--- config.mk ---
export PLATFORM = sky130hd
export DESIGN_NAME = common_fifo_stream_reader_flat
export DESIGN_NICKNAME = d
export VERILOG_FILES = /design/src/rtl/common_fifo_stream_reader_pkg.sv /design/src/rtl/common_fifo_stream_reader_if.sv /design/src/rtl/common_fifo_stream_reader_skid3.sv /design/src/rtl/common_fifo_stream_reader.sv /design/src/flat_wrapper.sv
export SDC_FILE = /design/constraint.sdc
export NUM_CORES = 1
export LEC_CHECK = 0
export ABC_CLOCK_PERIOD_IN_PS = 5000
export CORE_UTILIZATION = 58
export DETAILED_ROUTE_END_ITERATION = 8
export PLACE_DENSITY = 0.9
export SYNTH_ARGS = -nofsm -noshare
export SYNTH_HDL_FRONTEND = slang
export SYNTH_SLANG_ARGS = --single-unit
--- constraint.sdc ---
create_clock -name clock -period 5 [get_ports clock]
set_input_delay 0.75 -clock clock [delete_from_list [all_inputs] [get_ports clock]]
set_output_delay 0.75 -clock clock [all_outputs]
set_load 0.05 [all_outputs]
--- src/rtl/common_fifo_stream_reader_pkg.sv ---
// Shared constants and helpers for the FIFO stream reader slice.
package common_fifo_stream_reader_pkg;

    localparam int STREAM_PREFETCH_DEPTH = 3;
    localparam int CNT_W = 2;

    typedef logic [CNT_W-1:0] buf_cnt_t;

    // Pointers wrap modulo the prefetch depth rather than a power of two.
    function automatic logic [1:0] ptr_next(input logic [1:0] ptr);
        return (ptr == 2'(STREAM_PREFETCH_DEPTH - 1)) ? 2'd0 : ptr + 2'd1;
    endfunction

endpackage

--- src/rtl/common_fifo_stream_reader_if.sv ---
// FIFO read port and valid/ready stream bundled together; master is the reader side.
interface common_fifo_stream_reader_if #(
    parameter int DSIZE = 8
);
    logic [DSIZE-1:0] fifo_rdata;
    logic             fifo_empty;
    logic             rd_en;
    logic [DSIZE-1:0] tdata;
    logic             tvalid;
    logic             tready;
    logic             tlast;

    modport master (
        input  fifo_rdata, fifo_empty, tready,
        output rd_en, tdata, tvalid, tlast
    );

    modport slave (
        output fifo_rdata, fifo_empty, tready,
        input  rd_en, tdata, tvalid, tlast
    );
endinterface

--- src/rtl/common_fifo_stream_reader_skid3.sv ---
// Three-entry ordered prefetch buffer with wrap-around pointers; head is read combinationally.
module common_fifo_stream_reader_skid3
    import common_fifo_stream_reader_pkg::*;
#(
    parameter int DSIZE = 8
) (
    input  logic             clock,
    input  logic             rst_n,
    input  logic             push,
    input  logic [DSIZE-1:0] din,
    input  logic             pop,
    output logic [DSIZE-1:0] dout,
    output buf_cnt_t         count
);

    logic [DSIZE-1:0] mem [STREAM_PREFETCH_DEPTH];
    logic [1:0]       wr_ptr;
    logic [1:0]       rd_ptr;
    logic             do_push;
    logic             do_pop;

    assign do_pop  = pop && (count != '0);
    // A push into a full buffer is only legal when the head leaves in the same cycle.
    assign do_push = push && ((count != 2'(STREAM_PREFETCH_DEPTH)) || do_pop);
    assign dout    = mem[rd_ptr];

    always_ff @(posedge clock or negedge rst_n) begin
        if (!rst_n) begin
            for (int i = 0; i < STREAM_PREFETCH_DEPTH; i++) begin
                mem[i] <= '0;
            end
            wr_ptr <= '0;
            rd_ptr <= '0;
            count  <= '0;
        end else begin
            if (do_push) begin
                mem[wr_ptr] <= din;
                wr_ptr      <= ptr_next(wr_ptr);
            end
            if (do_pop) begin
                rd_ptr <= ptr_next(rd_ptr);
            end
            case ({do_push, do_pop})
                2'b10:   count <= count + 2'd1;
                2'b01:   count <= count - 2'd1;
                default: count <= count;
            endcase
        end
    end

endmodule

--- src/rtl/common_fifo_stream_reader.sv ---
// Drains a registered-read FIFO into a valid/ready stream at full rate and marks packet ends with tlast.
module common_fifo_stream_reader
    import common_fifo_stream_reader_pkg::*;
#(
    parameter int DSIZE = 8,
    parameter int LSIZE = 16
) (
    input  logic                        clock,
    input  logic                        rst_n,
    common_fifo_stream_reader_if.master bus,
    input  logic [LSIZE-1:0]            pkt_len,
    output logic [1:0]                  buf_count
);

    buf_cnt_t         occ;
    logic             inflight;
    logic             accept;
    logic [DSIZE-1:0] head;
    logic [2:0]       pending;
    logic [LSIZE-1:0] beat_cnt;
    logic [LSIZE-1:0] len_q;
    logic [LSIZE-1:0] len_cur;

    // Words already buffered plus the one arriving this cycle must leave room for one more.
    assign pending    = {1'b0, occ} + {2'b00, inflight};
    assign bus.rd_en  = rst_n && !bus.fifo_empty
                        && (pending <= 3'(STREAM_PREFETCH_DEPTH - 1));

    assign bus.tvalid = (occ != '0);
    assign bus.tdata  = head;
    assign accept     = bus.tvalid && bus.tready;
    assign buf_count  = occ;

    // The first beat of a packet sees the live length; later beats use the latched copy.
    assign len_cur    = (beat_cnt != '0) ? len_q
                      : (pkt_len == '0) ? LSIZE'(1) : pkt_len;
    assign bus.tlast  = bus.tvalid && (beat_cnt == len_cur - LSIZE'(1));

    common_fifo_stream_reader_skid3 #(
        .DSIZE (DSIZE)
    ) u_skid (
        .clock (clock),
        .rst_n (rst_n),
        .push  (inflight),
        .din   (bus.fifo_rdata),
        .pop   (accept),
        .dout  (head),
        .count (occ)
    );

    always_ff @(posedge clock or negedge rst_n) begin
        if (!rst_n) begin
            inflight <= 1'b0;
        end else begin
            inflight <= bus.rd_en;
        end
    end

    always_ff @(posedge clock or negedge rst_n) begin
        if (!rst_n) begin
            beat_cnt <= '0;
            len_q    <= LSIZE'(1);
        end else begin
            if (beat_cnt == '0) begin
                len_q <= len_cur;
            end
            if (accept) begin
                beat_cnt <= bus.tlast ? '0 : beat_cnt + LSIZE'(1);
            end
        end
    end

endmodule

--- src/flat_wrapper.sv ---
// flat-port wrapper written by rule: the top's interface ports become plain ports
module common_fifo_stream_reader_flat import common_fifo_stream_reader_pkg::*;
#(
    parameter int DSIZE = 8,
    parameter int LSIZE = 16
)
  (clock, rst_n, pkt_len, buf_count, bus_fifo_rdata, bus_fifo_empty, bus_tready, bus_rd_en, bus_tdata, bus_tvalid, bus_tlast);
  common_fifo_stream_reader_if #(.DSIZE(DSIZE)) bus_i ();
  input  logic clock;
  input  logic rst_n;
  input  logic [LSIZE-1:0] pkt_len;
  output logic [1:0] buf_count;
  input wire logic [$bits(bus_i.fifo_rdata)-1:0] bus_fifo_rdata;
  input wire logic [$bits(bus_i.fifo_empty)-1:0] bus_fifo_empty;
  input wire logic [$bits(bus_i.tready)-1:0] bus_tready;
  output wire logic [$bits(bus_i.rd_en)-1:0] bus_rd_en;
  output wire logic [$bits(bus_i.tdata)-1:0] bus_tdata;
  output wire logic [$bits(bus_i.tvalid)-1:0] bus_tvalid;
  output wire logic [$bits(bus_i.tlast)-1:0] bus_tlast;
  assign bus_i.fifo_rdata = bus_fifo_rdata;
  assign bus_i.fifo_empty = bus_fifo_empty;
  assign bus_i.tready = bus_tready;
  assign bus_rd_en = bus_i.rd_en;
  assign bus_tdata = bus_i.tdata;
  assign bus_tvalid = bus_i.tvalid;
  assign bus_tlast = bus_i.tlast;
  common_fifo_stream_reader #(.DSIZE(DSIZE), .LSIZE(LSIZE)) u_core (.clock(clock), .rst_n(rst_n), .bus(bus_i), .pkt_len(pkt_len), .buf_count(buf_count));
endmodule
* After elaboration in Yosys (flattened, before gate mapping) *
Cells that the tools add are included.

storage, ports and cells
  register bits after elaboration = 63
  word-level logic and storage cells = 54

cells by class
  add/subtract/negate cells = 7
  bitwise logic cells = 2
  equality and inequality tests = 6
  multiplexer cells = 12
  reduce and logical (&&, ||, !) cells = 14
  $lt $le $gt $ge = 4

operators by type and width
  operator                                                               number
  16-bit two-way mux                                                     3
  16-bit zero test                                                       2
  24-bit bitwise mux                                                     1
  8-bit two-way mux                                                      3
  16-bit by 1-bit adder with 16-bit output, second input constant        1
  8-bit binary-select mux with 2-bit select                              1
  8-bit demux with 2-bit select                                          1
  16-bit equality test                                                   1
  16-bit nonzero test                                                    1
  16-bit by 1-bit subtractor with 16-bit output, second input constant   1
  1-bit logical AND                                                      7
  2-bit by 1-bit adder with 2-bit output, second input constant          3
  2-bit equality test, second input constant                             3
  3-bit >= comparator, second input constant                             2
  2-bit NOT with 3-bit output                                            2
  2-bit two-way mux                                                      2
  2-bit one-hot mux with 2 select lines                                  1
  2-bit nonzero test                                                     2
  2-bit by 1-bit adder with 3-bit output                                 1
  3-bit by 2-bit <= comparator with 1-bit output, second input constant  1
  3-bit by 1-bit < comparator with 1-bit output, second input constant   1
  2-bit by 1-bit equality test with 1-bit output, second input constant  1
  2-bit inequality test, second input constant                           1
  2-bit by 1-bit subtractor with 2-bit output, second input constant     1
  2 further kinds                                                        2

* Longest topological paths before layout *
  depth after elaboration = 7
  mapped depth = 19
  depth with buffers taken out = 16

* Modules after synthesis *
From an unflattened synthesis, not the netlist that was laid out.

second synthesis, totals
  cell total of the unflattened synthesis = 401
  area, all modules = 3987.6 um^2

by module, submodules not included
  module                           cells each  seq. area each (um^2)  area an instance (um^2)  instances
  common_fifo_stream_reader        297         827.0                  2571.2                   1
  common_fifo_stream_reader_skid3  104         750.7                  1416.4                   1

* Least setup slack after synthesis *
No wires, ideal clock.

  path type = flip-flop to output port
  start = register u_core.beat_cnt[0]
  end = output port bus_tlast
  setup slack = -0.690 ns
  data arrival time = 4.940 ns
  buffers on the path = 0
  data required time = 4.250 ns
  cell stages (with the launch flop) = 16
  cell sequence = dfrtp_1 inv_1 ha_1 nor4b_4 nand4_2 a211oi_1 nor2_1 inv_1 ha_1 or3b_2 nor3_1 or3b_2 o21ai_0 mux2_2 nand2_1 nor4_1

on the way
  word-level cells in the longest chain between the ends = 5

RTL lines
  what                                           line                             text
  start, declared                                common_fifo_stream_reader.sv:20  logic [LSIZE-1:0] beat_cnt;
  start signal, assigned                         common_fifo_stream_reader.sv:68  beat_cnt <= bus.tlast ? '0 : beat_cnt + LSIZE'(1);
  16-bit nonzero test                            common_fifo_stream_reader.sv:35  assign len_cur = (beat_cnt != '0) ? len_q
  16-bit two-way mux                             common_fifo_stream_reader.sv:35
  16-bit by 1-bit subtractor with 16-bit output  common_fifo_stream_reader.sv:37  assign bus.tlast = bus.tvalid && (beat_cnt == len_cur - LSIZE'(1));
  16-bit equality test (*)                       common_fifo_stream_reader.sv:37
  1-bit logical AND (*)                          common_fifo_stream_reader.sv:37
  end, declared                                  flat_wrapper.sv:19               output wire logic [$bits(bus_i.tlast)-1:0] bus_tlast;

Mark *: on every way between the ends. The rest lies on a longest branch, timed or not.

* Final worst setup path *
  start = input port pkt_len[4]
  end = output port bus_tlast

on the way
  word-level cells in the longest chain between the ends = 6

RTL lines
  what                                               line                             text
  start, declared                                    flat_wrapper.sv:11               input logic [LSIZE-1:0] pkt_len;
  16-bit zero test                                   common_fifo_stream_reader.sv:36  : (pkt_len == '0) ? LSIZE'(1) : pkt_len;
  16-bit two-way mux (*)                             common_fifo_stream_reader.sv:36
  16-bit two-way mux (*)                             common_fifo_stream_reader.sv:35
  16-bit by 1-bit subtractor with 16-bit output (*)  common_fifo_stream_reader.sv:37
  16-bit equality test (*)                           common_fifo_stream_reader.sv:37
  1-bit logical AND (*)                              common_fifo_stream_reader.sv:37

Marks and branches as above.

==> flow_summary_export.csv <==
group,metric,value,unit
status,status,"finished, final reports clean",
global_routing,grt_start_max_net_pins,64,
global_routing,grt_pass1_wl,17320,um
synth,ys.flop_type,"dfrtp_1",
min_path,min_from,"u_core.u_skid.mem[20]$_DFFE_PN0P_",
clock_network,cts.path.max_buffers,2,
floorplanning,start_util,0.5983,
worst_setup_path,cp-startpoint,"pkt_len[4]",
sta,tightest_slew,1.202,ns
clock_network,path_clk_slew,0.07,ns
floorplanning,die_area,7348,um^2
synth,synth_edf_count,0,
floorplanning,die_h,85.72,um
clock_network,htree_levels,3,
clock_network,cts.sinks,63,
power_and_ir_drop,power.density,438.6,nW/um^2
sta,slew_violations,0,
global_routing,groute.usage.overall,0.3075,
synth,synthMuxAreaShare,0.1130,
worst_setup_path,critical_path_class,"in -> out",
final_layout,n_antenna_cell,0,
routing,wl_per_cell,18.11,um
synth,synthDominantAreaCellType,"dfrtp_1",
sta,hold_ws,0.5099,ns
synth,synth_cell_types,63,
final_layout,syn_to_final_growth,28.10,%
routing,vias,3665,
synth,synth.top_cell.area_share,0.3817,
routing,drc,0,
final_layout,fillers,438,
clock_network,cts-root-buf,"clkbuf_8",
worst_setup_path,critPathCaptureType,"output pin",
placement,portBuffers,40,
final_layout,final_util,0.7665,
synth,yosysWarnings,0,
sta,fin_skew,0.009684,ns
clock_network,cts_tree,"done",
worst_setup_path,r2r_cells,19,
routing,vias_per_cell,6.098,
min_path,hold_path_class,"reg -> reg",
clock_network,clk_latency,0.34,ns
global_routing,overflow,0,
power_and_ir_drop,clkPwrFrac,0.245,
synth,synthXorXnorAreaFrac,0.08403,
synth,synthCells,421,
synth,synth_top_family_by_area,"simple AND/OR/NAND/NOR gates",
worst_setup_path,cp_data_required_time,4.25,ns
synth,yosys.area_share.simple,0.2616,
sta,fin_setup_tns,0,ns
final_layout,final_layout_size_suffix_gt1_frac,0.2634,
synth,syn_avg_cell_area,9.656,um^2
synth,synth-seq-cells,63,
floorplanning,io_pins,41,
power_and_ir_drop,leakagePower,2.215,nW
placement,dp_hpwl,7441,um
clock_network,cts_hold_buf,0,
floorplanning,core-area,6794,um^2
power_and_ir_drop,p_switching,0.8842,mW
synth,syn_nets,456,
sta,fin_crit_sh,0.9983,
final_layout,layout.nets,535,
routing,drt_pass1_iterations,5,
sta,max-slew-margin-rel,0.1911,
power_and_ir_drop,combPwrFrac,0.409,
power_and_ir_drop,power,2.284,mW
sta,setup_viol_count_final,0,
power_and_ir_drop,seq_power_share,0.345,
power_and_ir_drop,switching_share,0.3871,
min_path,holdPathStages,1,
floorplanning,die_w,85.72,um
worst_setup_path,cp.arrival,4.24,ns
routing,dr.first_iter.drc_count,310,
placement,place_congestion,1.001,
clock_network,cts_made_buffers,9,
worst_setup_path,critPathLaunchType,"primary input",
synth,synth_compound_area_frac,0.09726,
sta,fmax,200.3,MHz
synth,yosys-top-cells-area,"dfrtp_1 38%, mux2_2 8.6%, nand2_1 5.4%",
worst_setup_path,rr_startpoint,"u_core.beat_cnt[1]$_DFFE_PN0P_",
power_and_ir_drop,irDropWorstVdd,0.0005071,V
flow_run,cap_violations,0,
synth,syn_area,4065,um^2
power_and_ir_drop,p_int,1.400,mW
global_routing,grt_pass1_vias,3704,
synth,seq_area_frac_synth,0.3881,
global_routing,antenna_found_initial,0,
synth,synth-async-reset-ratio,1.000,
routing,finalWirelength,10880,um
synth,yosys.area_share.adder,0.02155,
routing,postRouteAntennaNets,0,
floorplanning,std_cell_rows,30,
sta,final_hold_viol_count,0,
sta,period_needed,4.992,ns
worst_setup_path,worstPathMaxFanout,3,
[synthesized netlist by cell type (7+ instances only)]
master	n
o21ai_0	17
mux2_2	31
ha_1	7
nand3_1	8
a21oi_1	9
dfrtp_1	62
nor2_2	10
nor4_1	9
nor3_1	12
nor2_1	26
nand2_1	58
inv_1	11
xor2_1	17
mux2i_1	11
xnor2_1	22
[critical path, stage by stage]
cell and delay (ns):
clkdlybuf4s50_1 0.42, or4_4 0.59, nor2_4 0.15, a211oi_4 0.07, nor2_1 0.14, inv_1 0.06
ha_2 0.18, or3b_4 0.24, nor2_1 0.05, or4_1 0.45, a31o_4 0.28, nor2_2 0.14
nand4_1 0.15, nor4_4 0.39, buf_12 0.18
[power groups by stage]
stage	Combinational, mW	Clock, mW	Sequential, mW
after floorplan	0.622	0	0.766
after global placement	0.857	0	0.779
after detailed placement	0.881	0	0.793
after CTS	0.905	0.566	0.786
after global routing	0.998	0.585	0.807
final	0.934	0.561	0.789
[stage by stage]
stage | std cells | instance area (um^2) | setup slack [ns]
2_1_floorplan | 421 | 4080 | 0.1963
5_1_grt | 601 | 5207 | -0.07106
3_3_place_gp | 571 | 4740 | -0.02933
6_report | 601 | 5207 | 0.008269
3_5_place_dp | 571 | 4740 | -0.06489
4_1_cts | 589 | 5017 | 0.03733
[cell families after synthesis]
family                   count (synthesis)
AND/OR/NAND/NOR                        184
flip-flops                              63
AO/OA/AOI/OAI                           58
multiplexers                            42
XOR/XNOR                                39
buffers and inverters                   28
adder cells (fa/ha/maj)                  7
[registers in the layout, indices dropped and copies added (netlist names)]
| name | flops |
|---|---|
| u_core.u_skid.rd_ptr | 2 |
| u_core.u_skid.count | 2 |
| u_core.len_q | 16 |
| u_core.u_skid.wr_ptr | 2 |
| u_core.u_skid.mem | 24 |
| u_core.beat_cnt | 16 |
| u_core.inflight | 1 |
[final cells by class]
class | instances | area, um^2 | share of cell area
inverters | 11 | 41.29 | 0.007929
multi-input cells | 330 | 2442 | 0.4690
clock inverters | 6 | 115.1 | 0.02210
flip-flops and latches | 63 | 1578 | 0.3030
repair buffers | 85 | 773.2 | 0.1485
clock buffers | 10 | 137.6 | 0.02643
well taps | 96 | 120.1 | 0.02307
[metal layers]
layer  wire length, um  GRT usage  vias to the layer above  share of wire
met5                 0          0                        -              0
met4               322     0.1379                        0          0.030
met3               846    0.07988                       44          0.078
met2              5377     0.5229                      202           0.49
met1              4338     0.3679                     1751           0.40
li1                  -          -                     1668              -
[placed cells by master, fill, tap and decap left out, drive strengths merged, types with 3 or more instances in the layout]
master         Yosys  layout
dfrtp             62      62
nand2             58      58
buf               11      47
nor2              36      36
clkdlybuf4s50      0      34
mux2              31      31
xnor2             22      22
o21ai             18      18
xor2              17      17
nor3              13      13
nor4              13      13
inv               11      12
mux2i             11      11
clkbuf             6      10
a21oi              9       9
nand3              8       8
ha                 7       7
nor2b              6       6
or3                6       6
nand4              6       6
or4                6       6
a211oi             6       6
nand2b             5       5
and3               5       5
nor4b              5       5
o2111ai            4       4
dlymetal6s2s       0       4
and4               3       3
nor3b              3       3
bufinv             0       3
or2                3       3
or3b               3       3
[path summary, 6_finish.rpt]
path	end	slack, ns
min in group asynchronous	u_core.len_q[6]$_DFFE_PN0N_	0.63
min reg2reg	u_core.u_skid.mem[20]$_DFFE_PN0P_	0.51
max	bus_tlast	0.008
min	u_core.u_skid.mem[20]$_DFFE_PN0P_	0.51
max reg2reg	u_core.beat_cnt[9]$_DFFE_PN0P_	0.98
max in group asynchronous	u_core.len_q[11]$_DFFE_PN0N_	3.83
[timing repair]
action                     4_1_cts  5_1_grt
setup endpoints to repair        1        1
setup buffers                    2       12
resized for setup                2       25
hold endpoints to repair         0        0
pin swaps                        2       14
No activity file was read; power rests on OpenSTA's default activity.
